<file path="src/rtl/perm_feed_tx.sv">
// perm_feed_tx: reads one 25-lane Keccak state from a 5x5 lane memory and streams it as
// 25 words over a pushout/firstout/stopin link. Optional stall counter: PERM_FEED_STALL_CNT_EN.
module perm_feed_tx #(
  parameter int W     = 64,
  parameter int NLANE = 25
) (
  input  logic         clk,
  input  logic         reset,
  input  logic         start,
  output logic         busy,
  output logic         done,
  output logic [2:0]   ax,
  output logic [2:0]   ay,
  input  logic [W-1:0] rd,
  output logic         pushout,
  input  logic         stopin,
  output logic         firstout,
`ifdef PERM_FEED_STALL_CNT_EN
  output logic [W-1:0] dout,
  output logic [15:0]  stall_cnt
`else
  output logic [W-1:0] dout
`endif
);

  typedef enum logic [1:0] {
    S_IDLE,
    S_SEND,
    S_DONE
  } state_t;

  localparam logic [4:0] LAST_CNT = 5'(NLANE);

  state_t       r_state;
  state_t       w_next;
  logic [4:0]   r_idx;
  logic [2:0]   r_x;
  logic [2:0]   r_y;
  logic [W-1:0] r_dout;
  logic         r_push;
  logic         r_first;
  logic         r_busy;
  logic         r_done;

  logic w_xfer;
  logic w_free;
  logic w_accept;
  logic w_load;
  logic w_drain;
  logic w_finish;

  always_ff @(posedge clk) begin
    if (reset) r_state <= S_IDLE;
    else       r_state <= w_next;
  end

  // The output register is free when empty or being emptied this cycle; r_idx counts words loaded.
  always_comb begin
    w_next   = r_state;
    w_accept = 1'b0;
    w_load   = 1'b0;
    w_drain  = 1'b0;
    w_finish = 1'b0;
    w_xfer   = r_push & ~stopin;
    w_free   = ~r_push | w_xfer;
    case (r_state)
      S_IDLE: begin
        if (start) begin
          w_next   = S_SEND;
          w_accept = 1'b1;
        end
      end
      S_SEND: begin
        if (w_free && (r_idx < LAST_CNT)) w_load  = 1'b1;
        else if (w_free)                  w_drain = 1'b1;
        if (w_xfer && (r_idx == LAST_CNT)) begin
          w_next   = S_DONE;
          w_finish = 1'b1;
        end
      end
      S_DONE: w_next = S_IDLE;
      default: w_next = S_IDLE;
    endcase
  end

  always_ff @(posedge clk) begin
    if (reset) begin
      r_idx   <= '0;
      r_x     <= '0;
      r_y     <= '0;
      r_dout  <= '0;
      r_push  <= 1'b0;
      r_first <= 1'b0;
      r_busy  <= 1'b0;
      r_done  <= 1'b0;
    end else begin
      r_done <= w_finish;
      if (w_accept) begin
        r_busy <= 1'b1;
        r_idx  <= '0;
        r_x    <= '0;
        r_y    <= '0;
      end
      if (w_finish) r_busy <= 1'b0;
      if (w_load) begin
        r_dout  <= rd;
        r_first <= (r_idx == 5'd0);
        r_push  <= 1'b1;
        r_idx   <= r_idx + 5'd1;
        // After lane (4,4) both counters wrap to 0, so they rest at 0 between frames.
        if (r_x == 3'd4) begin
          r_x <= '0;
          r_y <= (r_y == 3'd4) ? 3'd0 : r_y + 3'd1;
        end else begin
          r_x <= r_x + 3'd1;
        end
      end
      if (w_drain) begin
        r_push  <= 1'b0;
        r_first <= 1'b0;
      end
    end
  end

`ifdef PERM_FEED_STALL_CNT_EN
  logic [15:0] r_stall;

  always_ff @(posedge clk) begin
    if (reset)                                   r_stall <= '0;
    else if (w_accept)                           r_stall <= '0;
    else if (r_push && stopin && r_stall != 16'hFFFF) r_stall <= r_stall + 16'd1;
  end

  assign stall_cnt = r_stall;
`endif

  assign busy     = r_busy;
  assign done     = r_done;
  assign ax       = r_x;
  assign ay       = r_y;
  assign pushout  = r_push;
  assign firstout = r_first;
  assign dout     = r_dout;

endmodule

</file>
<file path="config.mk">
export PLATFORM = sky130hd
export DESIGN_NAME = perm_feed_tx
export DESIGN_NICKNAME = d
export VERILOG_FILES = /design/src/rtl/perm_feed_tx.sv
export SDC_FILE = /design/constraint.sdc
export NUM_CORES = 1
export LEC_CHECK = 0
export BUFFER_PORTS_ARGS = -buffer_cell sky130_fd_sc_hd__buf_2
export CORE_MARGIN = 2
export CORE_UTILIZATION = 48
export CTS_BUF_LIST = sky130_fd_sc_hd__clkbuf_8
export CTS_CLUSTER_DIAMETER = 60
export DETAILED_ROUTE_END_ITERATION = 16
export PLACE_DENSITY = 0.82
export SYNTH_ARGS = -nofsm -noshare
export SYNTH_HDL_FRONTEND = slang
export SYNTH_SLANG_ARGS = --single-unit
</file>
<file path="constraint.sdc">
create_clock -name clk -period 2.4 [get_ports clk]
set_clock_uncertainty 0.15 [all_clocks]
set_input_delay 0.24 -clock clk [delete_from_list [all_inputs] [get_ports clk]]
set_output_delay 0.24 -clock clk [all_outputs]
set_load 0.03 [all_outputs]
</file>
==> results.tsv <==
metric	value	unit
core	6240	um2
endpoint_kind	flip-flop	
dpl.hpwl	5.26	mm
grt_pass1_vias	3235	
wirelength	9.18	mm
critical-path-top-delay-family	compound AO/OA/AOI/OAI gates	
rsz0062_at_grt	false	
dieArea	6990	um2
fin_total_pwr	3.26	mW
seq_area_frac_synth	53.3	%
syn_area	3040	um2
htree_levels	3	
crit_type	reg2reg	
num_rows	29	
drive_gt1_share	29.6	%
netlist_instances	375	
port_buffers	141	
crit_chain	o311ai_4 > and3_2 > buf_4 > nand3b_1 > a31oi_1	
clock-sinks	81	
max_freq	521	MHz
synth_seq_cells	81	
drtAntennaViolNets	0	
grt_pass1_wl	14.9	mm
outcome	completed	
track_usage	26.4	%
route.vias.total	3325	
fin_crit_sh	80.0	%
pwr_density_cell	694	nW/um2
cts_buffers	9	
fill_cells	416	
clock_path_buffers	2	
die-width	83.6	um
wl_per_cell	14.0	um
crit_path_start_kind	flip-flop	
register_area	1620	um2
synth.avg_cell_area	8.11	um2
critPathBufInv	1	
peakVddDrop	0.000502	V
fin_tns_setup	0	ns
worst_ep_required_time	2.50	ns
cts_tree	done	
cp.arrival	2.02	ns
first_iter_violations	123	
clock-root-buffer	clkbuf_8	
finalHoldViolCount	0	
cpMaxStageDelayCell	o311ai_4	
synth_ff_type	dfxtp_1	
synthToLayoutAreaGrowth	54.4	%
antenna_found_initial	0	
slew_violations	0	
dpl_cell_area	3810	um2
multi_input_area	1300	um2
floorplan.initialDensity	48.8	%
max_slew_margin	61.2	%
gr-total-overflow	0	
io_pins	142	
viasPerCell	5.08	
gp_congestion	0.812	
drtPass1Iterations	6	
rrSetupSlack	0.48	ns
worstSkewPairLatency	0.34	ns
max_stage_delay	0.40	ns
synth-edff-count	0	
cts.reportedPaths.clkPinSlew	0.08	ns
hold_class	in2reg	
die_h	83.6	um
async_flop_share	0	%
setup_viol	0	
p_leak	2.12	nW
finalInstanceArea	4700	um2
hold_slack	0.174	ns
crit_fanout	22	
max-cap-violations	0	
antenna_cells	0	
tightest_slew	0.582	ns
ys_types	30	
fin_nets	648	
grt_max_degree	53	
syn_nets	450	
period_minus_slack	1.92	ns
final_util	75.3	%
yosys_warnings	0	
drc	0	
[registers in the layout (all words and copies together) (netlist names)]
signal	flops
ay	3
done	1
pushout	1
ax	3
firstout	1
r_idx	5
r_state	2
busy	1
dout	64
[stage by stage]
stage / worst slack [ns] / instances
final: 0.479 / 655
after global routing: 0.346 / 655
after CTS: 0.474 / 654
after detailed placement: 0.525 / 575
after global placement: 0.580 / 575
after floorplan: 0.570 / 375
[worst paths after layout]
kind / startpoint / to / cells past startpoint
worst max-delay path: r_idx[0]$_SDFFE_PP0P_ / r_idx[2]$_SDFFE_PP0P_ / 5
worst min-delay path: stopin / done$_SDFF_PP0_ / 4
worst max register to register: r_idx[0]$_SDFFE_PP0P_ / r_idx[2]$_SDFFE_PP0P_ / 5
worst min register to register: dout[59]$_SDFFE_PP0P_ / dout[59]$_SDFFE_PP0P_ / 2
[power breakdown]
part           switching (mW)  internal, mW  leakage (nW)  total [mW]
sequential             0.0424          1.42         0.661        1.46
clock                   0.491         0.723         0.123        1.21
combinational           0.359         0.228          1.34       0.587
[synth_stat cells, types with 2 or more instances]
library cell / number / area share [%]
nand3b_1: 3 / 0.74
a31oi_1: 5 / 1.0
nand2_1: 137 / 17
a21oi_1: 70 / 12
and2_1: 2 / 0.41
buf_1: 3 / 0.37
nor3_1: 2 / 0.33
inv_1: 7 / 0.86
nor2_1: 6 / 0.74
ha_1: 7 / 2.9
nand3_1: 13 / 2.1
buf_2: 9 / 1.5
o221a_2: 2 / 0.74
dfxtp_1: 81 / 53
clkbuf_1: 12 / 1.5
mux2i_1: 2 / 0.66
[worst reg2reg max path: cells and delay by family, from the launching register on]
family	cells	cell delay (ns)
simple gates	2	0.42
buf+inv	1	0.26
compound gates	2	0.62
flops	1	0.39
[logic make-up after synthesis]
kind of cell | synth area share (%)
flip-flops | 53.3
buffers and inverters | 4.19
AO/OA/AOI/OAI | 14.9
multiplexers | 0.658
adder cells (fa/ha/maj) | 2.88
AND/OR/NAND/NOR | 24.1
[layout make-up]
| type | instances | area share (%) |
|---|---|---|
| multi-input combinational | 263 | 27.6 |
| inverter | 7 | 0.559 |
| clock inverter | 6 | 2.45 |
| tap | 77 | 2.05 |
| sequential | 81 | 34.5 |
| clock buffer | 10 | 2.93 |
| timing repair buffer | 211 | 29.9 |
[layout by cell type (no fill, tap or decap)]
master / synthesis / final
clkbuf_8: 0 / 10
dlygate4sd3_1: 0 / 64
clkinvlp_4: 0 / 1
nand3_2: 0 / 1
bufinv_16: 0 / 3
a31oi_1: 5 / 5
o41ai_1: 1 / 1
or3b_2: 1 / 1
nor4bb_1: 1 / 1
clkinv_4: 0 / 2
and2_1: 2 / 2
nand3b_1: 3 / 3
buf_2: 9 / 141
nor3b_1: 1 / 1
nand2b_1: 1 / 1
or4b_1: 1 / 1
nor3_1: 2 / 2
inv_1: 7 / 7
dfxtp_1: 81 / 81
ha_1: 7 / 7
a211o_2: 1 / 1
o311ai_4: 1 / 1
or3_1: 1 / 1
nand2_1: 137 / 137
nand3_1: 13 / 12
a21oi_1: 70 / 70
and3_2: 1 / 1
nor2_1: 6 / 6
and2b_1: 1 / 1
nand4_2: 1 / 1
o21ai_0: 1 / 1
o221a_2: 2 / 2
buf_12: 0 / 1
mux2i_1: 2 / 2
buf_4: 0 / 5
nor4b_1: 1 / 1
[routing by layer]
| metal | GRT usage [%] | up-vias | wire, um | part of all wire, % |
|---|---|---|---|---|
| met2 | 46.3 | 131 | 4530 | 49 |
| li1 | - | 1637 | - | - |
| met4 | 9.97 | 0 | 248 | 2.7 |
| met3 | 8.11 | 22 | 651 | 7.1 |
| met1 | 29.9 | 1535 | 3740 | 41 |
| met5 | 0 | - | 0 | 0 |
[repair_timing]
action / in CTS / in global routing
gates resized for setup: 0 / 0
hold endpoints to repair: 63 / 1
hold buffers: 63 / 1
setup endpoints to repair: 0 / 0
buffers inserted: 0 / 0
Power figures use the tool's default switching activity.
